[config.mk]
export PLATFORM = sky130hd
export DESIGN_NAME = batch_mul_engine
export DESIGN_NICKNAME = d
export VERILOG_FILES = /design/src/rtl/batch_mul_pkg.sv /design/src/rtl/mul_seq.sv /design/src/rtl/batch_mul_engine.sv
export SDC_FILE = /design/constraint.sdc
export NUM_CORES = 2
export LEC_CHECK = 0
export BUFFER_PORTS_ARGS = -buffer_cell sky130_fd_sc_hd__buf_2
export CAP_MARGIN = 20
export CORE_MARGIN = 4
export CORE_UTILIZATION = 40
export DETAILED_ROUTE_END_ITERATION = 16
export SETUP_SLACK_MARGIN = 0.02
export SYNTH_ARGS = -nofsm -noshare
export SYNTH_HDL_FRONTEND = slang
export SYNTH_SLANG_ARGS = --single-unit
[constraint.sdc]
create_clock -name clk -period 5.65 [get_ports clk]
set_clock_uncertainty 0.05 [all_clocks]
set_input_delay 0.2825 -clock clk [delete_from_list [all_inputs] [get_ports clk]]
set_output_delay 0.2825 -clock clk [all_outputs]
set_load 0.005 [all_outputs]
[src/rtl/batch_mul_pkg.sv]
// Shared definitions for the batch multiply engine: register map, bank
// regions, status/mode bit positions and FSM state encodings.
package batch_mul_pkg;

  localparam logic [7:0] OFF_OPSTART = 8'h00;
  localparam logic [7:0] OFF_INTR_EN = 8'h01;
  localparam logic [7:0] OFF_COUNT   = 8'h02;
  localparam logic [7:0] OFF_MODE    = 8'h03;
  localparam logic [7:0] OFF_STATUS  = 8'h04;
  localparam logic [7:0] OFF_CLEAR   = 8'h05;

  // s_addr[7:6] selects the window: control registers or one of the banks.
  localparam logic [1:0] REGION_CTRL = 2'b00;
  localparam logic [1:0] REGION_A    = 2'b01;
  localparam logic [1:0] REGION_B    = 2'b10;
  localparam logic [1:0] REGION_R    = 2'b11;

  localparam int MODE_SIGNED_BIT = 0;
  localparam int STATUS_BUSY_BIT = 0;
  localparam int STATUS_DONE_BIT = 1;

  typedef enum logic [2:0] {
    ST_IDLE  = 3'd0,
    ST_LOAD  = 3'd1,
    ST_MUL   = 3'd2,
    ST_STORE = 3'd3,
    ST_DONE  = 3'd4
  } state_e;

endpackage

[src/rtl/mul_seq.sv]
// Sequential radix-2 shift-add multiplier: one partial product per cycle on
// operand magnitudes, with the sign applied to the finished product.
module mul_seq #(
  parameter int DATA_W = 32
) (
  input  logic                  clk,
  input  logic                  reset_n,
  input  logic                  start_i,
  input  logic                  signed_mode_i,
  input  logic [DATA_W-1:0]     a_i,
  input  logic [DATA_W-1:0]     b_i,
  output logic                  busy_o,
  output logic                  last_o,
  output logic [2*DATA_W-1:0]   product_o
);

  localparam int CNT_W = $clog2(DATA_W + 1);

  logic [CNT_W-1:0]    cnt_q, cnt_d;
  logic [DATA_W-1:0]   mcand_q, mcand_d;
  logic [2*DATA_W-1:0] acc_q, acc_d;
  logic                neg_q, neg_d;
  logic                a_neg_s, b_neg_s;
  logic [DATA_W-1:0]   a_mag_s, b_mag_s;
  logic [DATA_W:0]     sum_s;

  // Operand magnitudes, the add step and next-state of the shift register.
  always_comb begin
    a_neg_s = signed_mode_i & a_i[DATA_W-1];
    b_neg_s = signed_mode_i & b_i[DATA_W-1];
    a_mag_s = a_neg_s ? (~a_i + DATA_W'(1)) : a_i;
    b_mag_s = b_neg_s ? (~b_i + DATA_W'(1)) : b_i;
    sum_s   = {1'b0, acc_q[2*DATA_W-1:DATA_W]} +
              {1'b0, (acc_q[0] ? mcand_q : {DATA_W{1'b0}})};
    cnt_d   = cnt_q;
    mcand_d = mcand_q;
    acc_d   = acc_q;
    neg_d   = neg_q;
    if (start_i) begin
      cnt_d   = CNT_W'(DATA_W);
      mcand_d = a_mag_s;
      acc_d   = {{DATA_W{1'b0}}, b_mag_s};
      neg_d   = a_neg_s ^ b_neg_s;
    end else if (cnt_q != {CNT_W{1'b0}}) begin
      acc_d = {sum_s, acc_q[DATA_W-1:1]};
      cnt_d = cnt_q - CNT_W'(1);
    end else begin
      acc_d = acc_q;
    end
  end

  // Multiplier state registers.
  always_ff @(posedge clk) begin
    if (!reset_n) begin
      cnt_q   <= {CNT_W{1'b0}};
      mcand_q <= {DATA_W{1'b0}};
      acc_q   <= {(2*DATA_W){1'b0}};
      neg_q   <= 1'b0;
    end else begin
      cnt_q   <= cnt_d;
      mcand_q <= mcand_d;
      acc_q   <= acc_d;
      neg_q   <= neg_d;
    end
  end

  assign busy_o    = (cnt_q != {CNT_W{1'b0}});
  assign last_o    = (cnt_q == CNT_W'(1));
  assign product_o = neg_q ? (~acc_q + (2*DATA_W)'(1)) : acc_q;

endmodule

[src/rtl/batch_mul_engine.sv]
// Bus-mapped batch multiplier: runs A[i]*B[i] -> R[i] over COUNT entries
// using one shared sequential multiplier, with done status and interrupt.
module batch_mul_engine
  import batch_mul_pkg::*;
#(
  parameter int DATA_W = 32,
  parameter int DEPTH  = 16
) (
  input  logic                clk,
  input  logic                reset_n,
  input  logic                s_sel,
  input  logic                s_wr,
  input  logic [7:0]          s_addr,
  input  logic [DATA_W-1:0]   s_din,
  output logic [2*DATA_W-1:0] s_dout,
  output logic                interrupt
);

  localparam int                IDX_W     = (DEPTH > 1) ? $clog2(DEPTH) : 1;
  localparam logic [6:0]        DEPTH_L   = 7'(DEPTH);
  localparam logic [DATA_W-1:0] DEPTH_CNT = DATA_W'(DEPTH);

  logic [DATA_W-1:0]   a_mem [DEPTH];
  logic [DATA_W-1:0]   b_mem [DEPTH];
  logic [2*DATA_W-1:0] r_mem [DEPTH];

  state_e              state_q, state_d;
  logic [IDX_W-1:0]    idx_q, idx_d;
  logic                done_q, done_d;
  logic                intr_en_q, intr_en_d;
  logic                mode_q, mode_d;
  logic [DATA_W-1:0]   count_q, count_d;
  logic                interrupt_q;

  logic                wr_s, rd_s, busy_s, cfg_wr_ok_s, start_s, clear_s;
  logic [1:0]          region_s;
  logic                in_bank_s;
  logic [IDX_W-1:0]    bank_idx_s;
  logic [6:0]          eff_cnt_s;
  logic                last_elem_s;
  logic                mul_busy_s, mul_last_s;
  logic [2*DATA_W-1:0] mul_product_s;

  assign wr_s        = s_sel & s_wr;
  assign rd_s        = s_sel & ~s_wr;
  assign region_s    = s_addr[7:6];
  assign in_bank_s   = ({1'b0, s_addr[5:0]} < DEPTH_L);
  assign bank_idx_s  = s_addr[IDX_W-1:0];
  assign busy_s      = (state_q == ST_LOAD) || (state_q == ST_MUL) ||
                       (state_q == ST_STORE) || mul_busy_s;
  assign cfg_wr_ok_s = wr_s & ~busy_s;
  assign start_s     = wr_s && (s_addr == OFF_OPSTART) && s_din[0];
  assign clear_s     = wr_s && (s_addr == OFF_CLEAR) && s_din[0];
  // COUNT beyond the bank size is clamped so a run never walks off the banks.
  assign eff_cnt_s   = (count_q > DEPTH_CNT) ? DEPTH_L : count_q[6:0];
  assign last_elem_s = ((7'(idx_q) + 7'd1) == eff_cnt_s);

  mul_seq #(.DATA_W(DATA_W)) u_mul (
    .clk           (clk),
    .reset_n       (reset_n),
    .start_i       (state_q == ST_LOAD),
    .signed_mode_i (mode_q),
    .a_i           (a_mem[idx_q]),
    .b_i           (b_mem[idx_q]),
    .busy_o        (mul_busy_s),
    .last_o        (mul_last_s),
    .product_o     (mul_product_s)
  );

  // Control register updates and run sequencing.
  always_comb begin
    state_d   = state_q;
    idx_d     = idx_q;
    done_d    = done_q;
    intr_en_d = intr_en_q;
    count_d   = count_q;
    mode_d    = mode_q;
    if (wr_s && (s_addr == OFF_INTR_EN)) begin
      intr_en_d = s_din[0];
    end else begin
      intr_en_d = intr_en_q;
    end
    if (cfg_wr_ok_s && (s_addr == OFF_COUNT)) begin
      count_d = s_din;
    end else begin
      count_d = count_q;
    end
    if (cfg_wr_ok_s && (s_addr == OFF_MODE)) begin
      mode_d = s_din[MODE_SIGNED_BIT];
    end else begin
      mode_d = mode_q;
    end
    case (state_q)
      ST_IDLE, ST_DONE: begin
        if (start_s) begin
          done_d  = 1'b0;
          idx_d   = {IDX_W{1'b0}};
          state_d = (count_q == {DATA_W{1'b0}}) ? ST_DONE : ST_LOAD;
        end else if (clear_s) begin
          done_d  = 1'b0;
          state_d = ST_IDLE;
        end else begin
          // done trails entry into DONE by one cycle
          done_d = (state_q == ST_DONE);
        end
      end
      ST_LOAD: begin
        state_d = ST_MUL;
      end
      ST_MUL: begin
        if (mul_last_s) begin
          state_d = ST_STORE;
        end else begin
          state_d = ST_MUL;
        end
      end
      ST_STORE: begin
        if (last_elem_s) begin
          state_d = ST_DONE;
        end else begin
          idx_d   = idx_q + IDX_W'(1);
          state_d = ST_LOAD;
        end
      end
      default: begin
        state_d = ST_IDLE;
        idx_d   = {IDX_W{1'b0}};
        done_d  = 1'b0;
      end
    endcase
  end

  // Control and status registers.
  always_ff @(posedge clk) begin
    if (!reset_n) begin
      state_q     <= ST_IDLE;
      idx_q       <= {IDX_W{1'b0}};
      done_q      <= 1'b0;
      intr_en_q   <= 1'b0;
      count_q     <= {DATA_W{1'b0}};
      mode_q      <= 1'b0;
      interrupt_q <= 1'b0;
    end else begin
      state_q     <= state_d;
      idx_q       <= idx_d;
      done_q      <= done_d;
      intr_en_q   <= intr_en_d;
      count_q     <= count_d;
      mode_q      <= mode_d;
      interrupt_q <= done_d & intr_en_d;
    end
  end

  // Operand and result banks; contents survive reset by design.
  always_ff @(posedge clk) begin
    if (reset_n && cfg_wr_ok_s && in_bank_s && (region_s == REGION_A)) begin
      a_mem[bank_idx_s] <= s_din;
    end
    if (reset_n && cfg_wr_ok_s && in_bank_s && (region_s == REGION_B)) begin
      b_mem[bank_idx_s] <= s_din;
    end
    if (reset_n && (state_q == ST_STORE)) begin
      r_mem[idx_q] <= mul_product_s;
    end
  end

  // Combinational read mux.
  always_comb begin
    s_dout = {(2*DATA_W){1'b0}};
    if (rd_s) begin
      case (region_s)
        REGION_CTRL: begin
          case (s_addr)
            OFF_INTR_EN: s_dout = (2*DATA_W)'(intr_en_q);
            OFF_COUNT:   s_dout = (2*DATA_W)'(count_q);
            OFF_MODE:    s_dout = (2*DATA_W)'(mode_q);
            OFF_STATUS:  s_dout = (2*DATA_W)'({done_q, busy_s});
            default:     s_dout = {(2*DATA_W){1'b0}};
          endcase
        end
        REGION_A: s_dout = in_bank_s ? (2*DATA_W)'(a_mem[bank_idx_s]) : {(2*DATA_W){1'b0}};
        REGION_B: s_dout = in_bank_s ? (2*DATA_W)'(b_mem[bank_idx_s]) : {(2*DATA_W){1'b0}};
        REGION_R: s_dout = in_bank_s ? r_mem[bank_idx_s] : {(2*DATA_W){1'b0}};
        default:  s_dout = {(2*DATA_W){1'b0}};
      endcase
    end else begin
      s_dout = {(2*DATA_W){1'b0}};
    end
  end

  assign interrupt = interrupt_q;

endmodule

Word-level counts from Yosys, hierarchy flattened. Memories as Yosys holds them, arrays and structs flattened. A register that Yosys moved wholly into a read port is not among the register bits. Cells that the tools add are included.

Register bits after elaboration: 146. Bits in writable memories: 2048. Output and inout port bits: 65. Memories: 3.

Memories: r_mem (depth 16, width 64, read ports 1, clocked after memory_dff 0, write ports 1, RTL line batch_mul_engine.sv:25) `logic [2*DATA_W-1:0] r_mem [DEPTH];`; a_mem (depth 16, width 32, read ports 2, clocked after memory_dff 1, write ports 1, RTL line batch_mul_engine.sv:23) `logic [DATA_W-1:0] a_mem [DEPTH];`; b_mem (depth 16, width 32, read ports 2, clocked after memory_dff 1, write ports 1, RTL line batch_mul_engine.sv:24) `logic [DATA_W-1:0] b_mem [DEPTH];`.

$add $sub $neg: 7. Order comparisons: 2. Eq/ne operators: 17. Mux-type cells: 38. Bitwise logic cells: 14. Reduce and logical (&&, ||, !) cells: 26.

Operator list (count): 64-bit one-hot mux with 4 select lines (1); 32-bit two-way mux (7); 64-bit two-way mux (3); 32-bit one-hot mux with 4 select lines (1); 32-bit by 1-bit adder with 32-bit output, second input constant (2); 64-bit by 1-bit adder with 64-bit output, second input constant (1); 32-bit NOT (2); 64-bit NOT (1); 32-bit by 32-bit adder with 33-bit output (1); 32-bit by 5-bit greater-than comparator with 1-bit output, second input constant (1); 32-bit logical NOT (1); 4-bit two-way mux (6); 8-bit by 2-bit == test with 1-bit output, second input constant (2); 8-bit by 3-bit == test with 1-bit output, second input constant (2); 1-bit logical AND (12); 3-bit two-way mux (4); 6-bit two-way mux (2); 3-bit one-hot mux with 4 select lines (1); 4-bit one-hot mux with 3 select lines (1); 1-bit two-way mux (10); 8-bit by 1-bit == test with 1-bit output, second input constant (1); 8-bit logical NOT (1); 5-bit by 7-bit == test with 1-bit output (1); 7-bit two-way mux (1); 24 further kinds (39).

Logic depth before layout (Yosys ltp).
Depth in word-level cells: 11. Mapped depth: 17. Mapped depth without buffers: 13.

Cells and area by module. From an unflattened synthesis, not the netlist that was laid out.

Cell total of the unflattened synthesis: 4959. Area, all modules: 96323.6 µm².

Modules (own cells, without submodules): batch_mul_engine (times used 1, cells each 3790, area an instance 87734.1 µm², sequential area each 62439.9 µm²); mul_seq (times used 1, cells each 1169, area an instance 8589.5 µm², sequential area each 2062.0 µm²).

Least setup slack after synthesis. Ideal clock, no wire load.

Path kind: input-to-reg. Start: input reset_n. End: memory r_mem[3][0] (netlist bit) (enable). Data arrival time: 5.424 ns. Setup slack: -0.389 ns. Stages: 6. Path buffers: 2. Path through: clkbuf_1 > inv_1 > clkbuf_1 > nor2_1 > nand2_1 > nor3_1.

Word-level cells in the longest chain between the ends: 3.

Ends and longest elaborated chain: start: declaration (RTL line batch_mul_engine.sv:10) `input logic reset_n,`; 1-bit logical AND (RTL line batch_mul_engine.sv:162) `if (reset_n && (state_q == ST_STORE)) begin`; 1-bit two-way mux (RTL line batch_mul_engine.sv:162); 1-bit two-way mux (not written as such) (RTL line batch_mul_engine.sv:163) `r_mem[idx_q] <= mul_product_s;`; end: declaration (RTL line batch_mul_engine.sv:25).

Every way passes these cells.

==> impl_metrics.ini <==
[detailed_routing]
wirelength_mm = 280
top_signal_layer_used = met5
wire_per_inst_um = 32.4
avgViaCountPerCell = 6.13
drt_iter0_drc = 6095
vias = 52896
met3_length_mm = 21.9
drcViolationCount = 0
dr.pass1.iters = 6
met1_length_mm = 113
final_antenna_net_count = 0
wl_met2_mm = 138

[sta]
period_share_pct = 84.9
fmax_ghz = 0.209
period_needed_ns = 4.80
slew_viol_final = 0
final.setup.tns_ns = 0
setup_violations = 0
hold-worst-slack_ns = 0.0743
rsz0062_at_grt = no
hold_viol_final = 0
slew_headroom_pct = 27.2
tightest_slew_ns = 1.09

[setup_path]
crit_path_end_kind = register
critical_path_depth = 12
cp_cell_sequence = buf_12 -> buf_12 -> nor2b_1 -> buf_4 -> a221oi_1 -> a22oi_1 -> o21ai_0 -> nor3_1 -> nand4_1 -> o31ai_1 -> xor2_1 -> o22ai_1
max_stage_delay_ns = 0.66
cp_max_fo = 41
crit_end = u_mul.acc_q[27]
critical_path.slowest_cell = dfxtp_4
critPathKind = reg -> reg
critical_path.top_delay_family = simple AND/OR/NAND/NOR gates
r2r_slack_ns = 0.85
cp-start-kind = register
r2r_end = u_mul.acc_q[27]
worst_path_most_repeated_cell = buf_12
cp.arrival_ns = 5.46
cp_num_buf_inv = 3
r2r.worst_path.cells = 12
required_ns = 6.32

[yosys]
synth.avg_cell_area_um2 = 19.3
synth_cell_types = 74
synthCells = 4991
yosysSeqAreaShare_pct = 67.1
yosys_register_bits = 2198
synth_ff_type = edfxtp_1
yosys_warnings = 0
syn_area_um2 = 96100
async_flop_share_pct = 0
synth_nets = 5078
synth_edf_count = 2048

[min_path]
hp-class = in -> reg

[power]
p_leak_nw = 34.4
p_per_area_nw_per_um2 = 320
total_power_mw = 35.0
vdd_drop_max_mv = 0.315

[die]
initial_core_util_pct = 40.3
coreArea_um2 = 239000
die_y_um = 498
die_w_um = 498
dieArea_um2 = 248000
rows = 179
ios = 109

[global_routing]
track_usage_pct = 22.3
antenna_found_initial = 22
grt_pass1_wl_mm = 398
grt_max_degree = 95
overflow = 0
grt_pass1_vias = 53165

[status]
status = complete, no violations

[clock_network]
cts_tree = yes
hold_buffers = 35
clk_latency_ns = 0.88
cts_buffer_depth = 3
cts_made_buffers = 222
h-tree-depth = 4
clk_pin_slew_ns = 0.06
postCtsSetupRepairBufs = 0
ctsRootBufferMaster = clkbuf_16
cts.repair.resized = 0
cts.sink_count = 2198

[run]
cap_violations = 0

[place]
hpwl_mm = 166
dp.cells = 8152
portBuffers = 108
gp_congestion = 0.870
placed_area_um2 = 102000

[layout]
layout_commonest_cell = edfxtp_1
nNetsFinal = 5354
final_cell_mix = 2048 x edfxtp_1, 919 x mux4_2, 269 x nand2_1, 223 x clkbuf_16, 189 x buf_4
drive_gt1_share_pct = 31.4
final.fill_count = 19989
stdcell_count = 8633
fin_area_um2 = 110000
syn2layout_area_growth_pct = 14.1
stage by stage:
step           util (%)  setup slack (ns)
2_1_floorplan         -             0.607
3_3_place_gp       42.6              1.03
3_5_place_dp       42.7             0.988
4_1_cts            45.9             0.922
5_1_grt            46.0             0.727
6_report           46.0             0.855
where the power goes:
part	internal [mW]	switching, mW
logic	0.867	1.56
registers	17.9	0.0832
clock network	8.27	6.39
per-layer routing:
| layer | track usage (%) | up-vias |
|---|---|---|
| li1 | - | 21465 |
| met1 | 30.6 | 28683 |
| met4 | 6.03 | 8 |
| met2 | 36.8 | 2323 |
| met3 | 4.06 | 417 |
| met5 | 0 | - |
sequential cells by signal (all words and copies together), names as in the netlist, named ones only:
register and cells:
u_mul.cnt_q 6, b_mem 512, done_q 1, interrupt 1, u_mul.neg_q 1, state_q 3
mode_q 1, u_mul.mcand_q 32, r_mem 1024, idx_q 4, u_mul.acc_q 64, a_mem 512
count_q 32, intr_en_q 1
cell type report:
type / count / area, µm² / area share (%)
flip-flops and latches: 2198 / 64500 / 58.8
well taps: 3167 / 3960 / 3.61
inverters: 29 / 110 / 0.100
clock inverters: 134 / 1380 / 1.25
multi-input cells: 2437 / 30500 / 27.8
repair buffers: 379 / 3280 / 2.99
diodes: 5 / 12.5 / 0.0114
clock buffers: 284 / 5920 / 5.40
worst register-to-register path: stages (launching register included):
cell      delay [ns]
dfxtp_4         0.66
buf_12          0.32
buf_12          0.38
nor2b_1         0.62
buf_4           0.35
a221oi_1        0.15
a22oi_1         0.20
o21ai_0         0.39
nor3_1          0.53
nand4_1         0.34
o31ai_1         0.37
xor2_1          0.19
o22ai_1         0.09
synth_stat cells, types with 12 or more instances:
master,number,share of area [%]
edfxtp_1,2048,64
mux4_2,919,22
nand2_1,271,1.1
clkbuf_1,210,0.82
nor2_1,195,0.76
dfxtp_1,150,3.1
a21oi_1,139,0.72
xnor2_1,109,0.99
o21ai_0,102,0.53
buf_1,65,0.25
nor3_1,56,0.29
a22oi_1,54,0.42
mux2i_1,47,0.49
nor2b_1,47,0.31
ha_1,42,0.55
and2_1,38,0.25
nand3_1,38,0.20
xor2_1,36,0.33
mux2_2,35,0.41
inv_1,27,0.11
o31ai_1,26,0.20
a221oi_1,22,0.20
buf_2,22,0.11
or3_1,22,0.14
buf_6,20,0.23
nand2b_1,20,0.13
a211oi_1,19,0.15
nor4_1,14,0.091
o41ai_1,14,0.13
a311oi_1,13,0.12
a21o_1,12,0.094
a31oi_1,12,0.078
worst min-delay path by stage:
| stage | startpoint | endpoint | slack (ns) | cells past startpoint |
|---|---|---|---|---|
| global placement | u_mul.mcand_q[5] | u_mul.mcand_q[5] | 0.39 | 2 |
| floorplan | s_din[0] | a_mem[0][0] | 0.33 | 0 |
| detailed placement | u_mul.mcand_q[5] | u_mul.mcand_q[5] | 0.39 | 2 |
| global route | s_sel | state_q[2] | 0.09 | 7 |
| finish | s_sel | state_q[2] | 0.07 | 7 |
| CTS | s_sel | state_q[2] | 0.008 | 7 |
cell families after synthesis:
family	Yosys count	share of synthesized area, %
AO/OA/AOI/OAI	489	3.30
flip-flops	2198	67.1
buffers and inverters	356	1.61
multiplexers	1002	22.4
XOR/XNOR	145	1.32
adder cells (fa/ha/maj)	43	0.567
AND/OR/NAND/NOR	758	3.66
(Power assumes the default switching activity.)
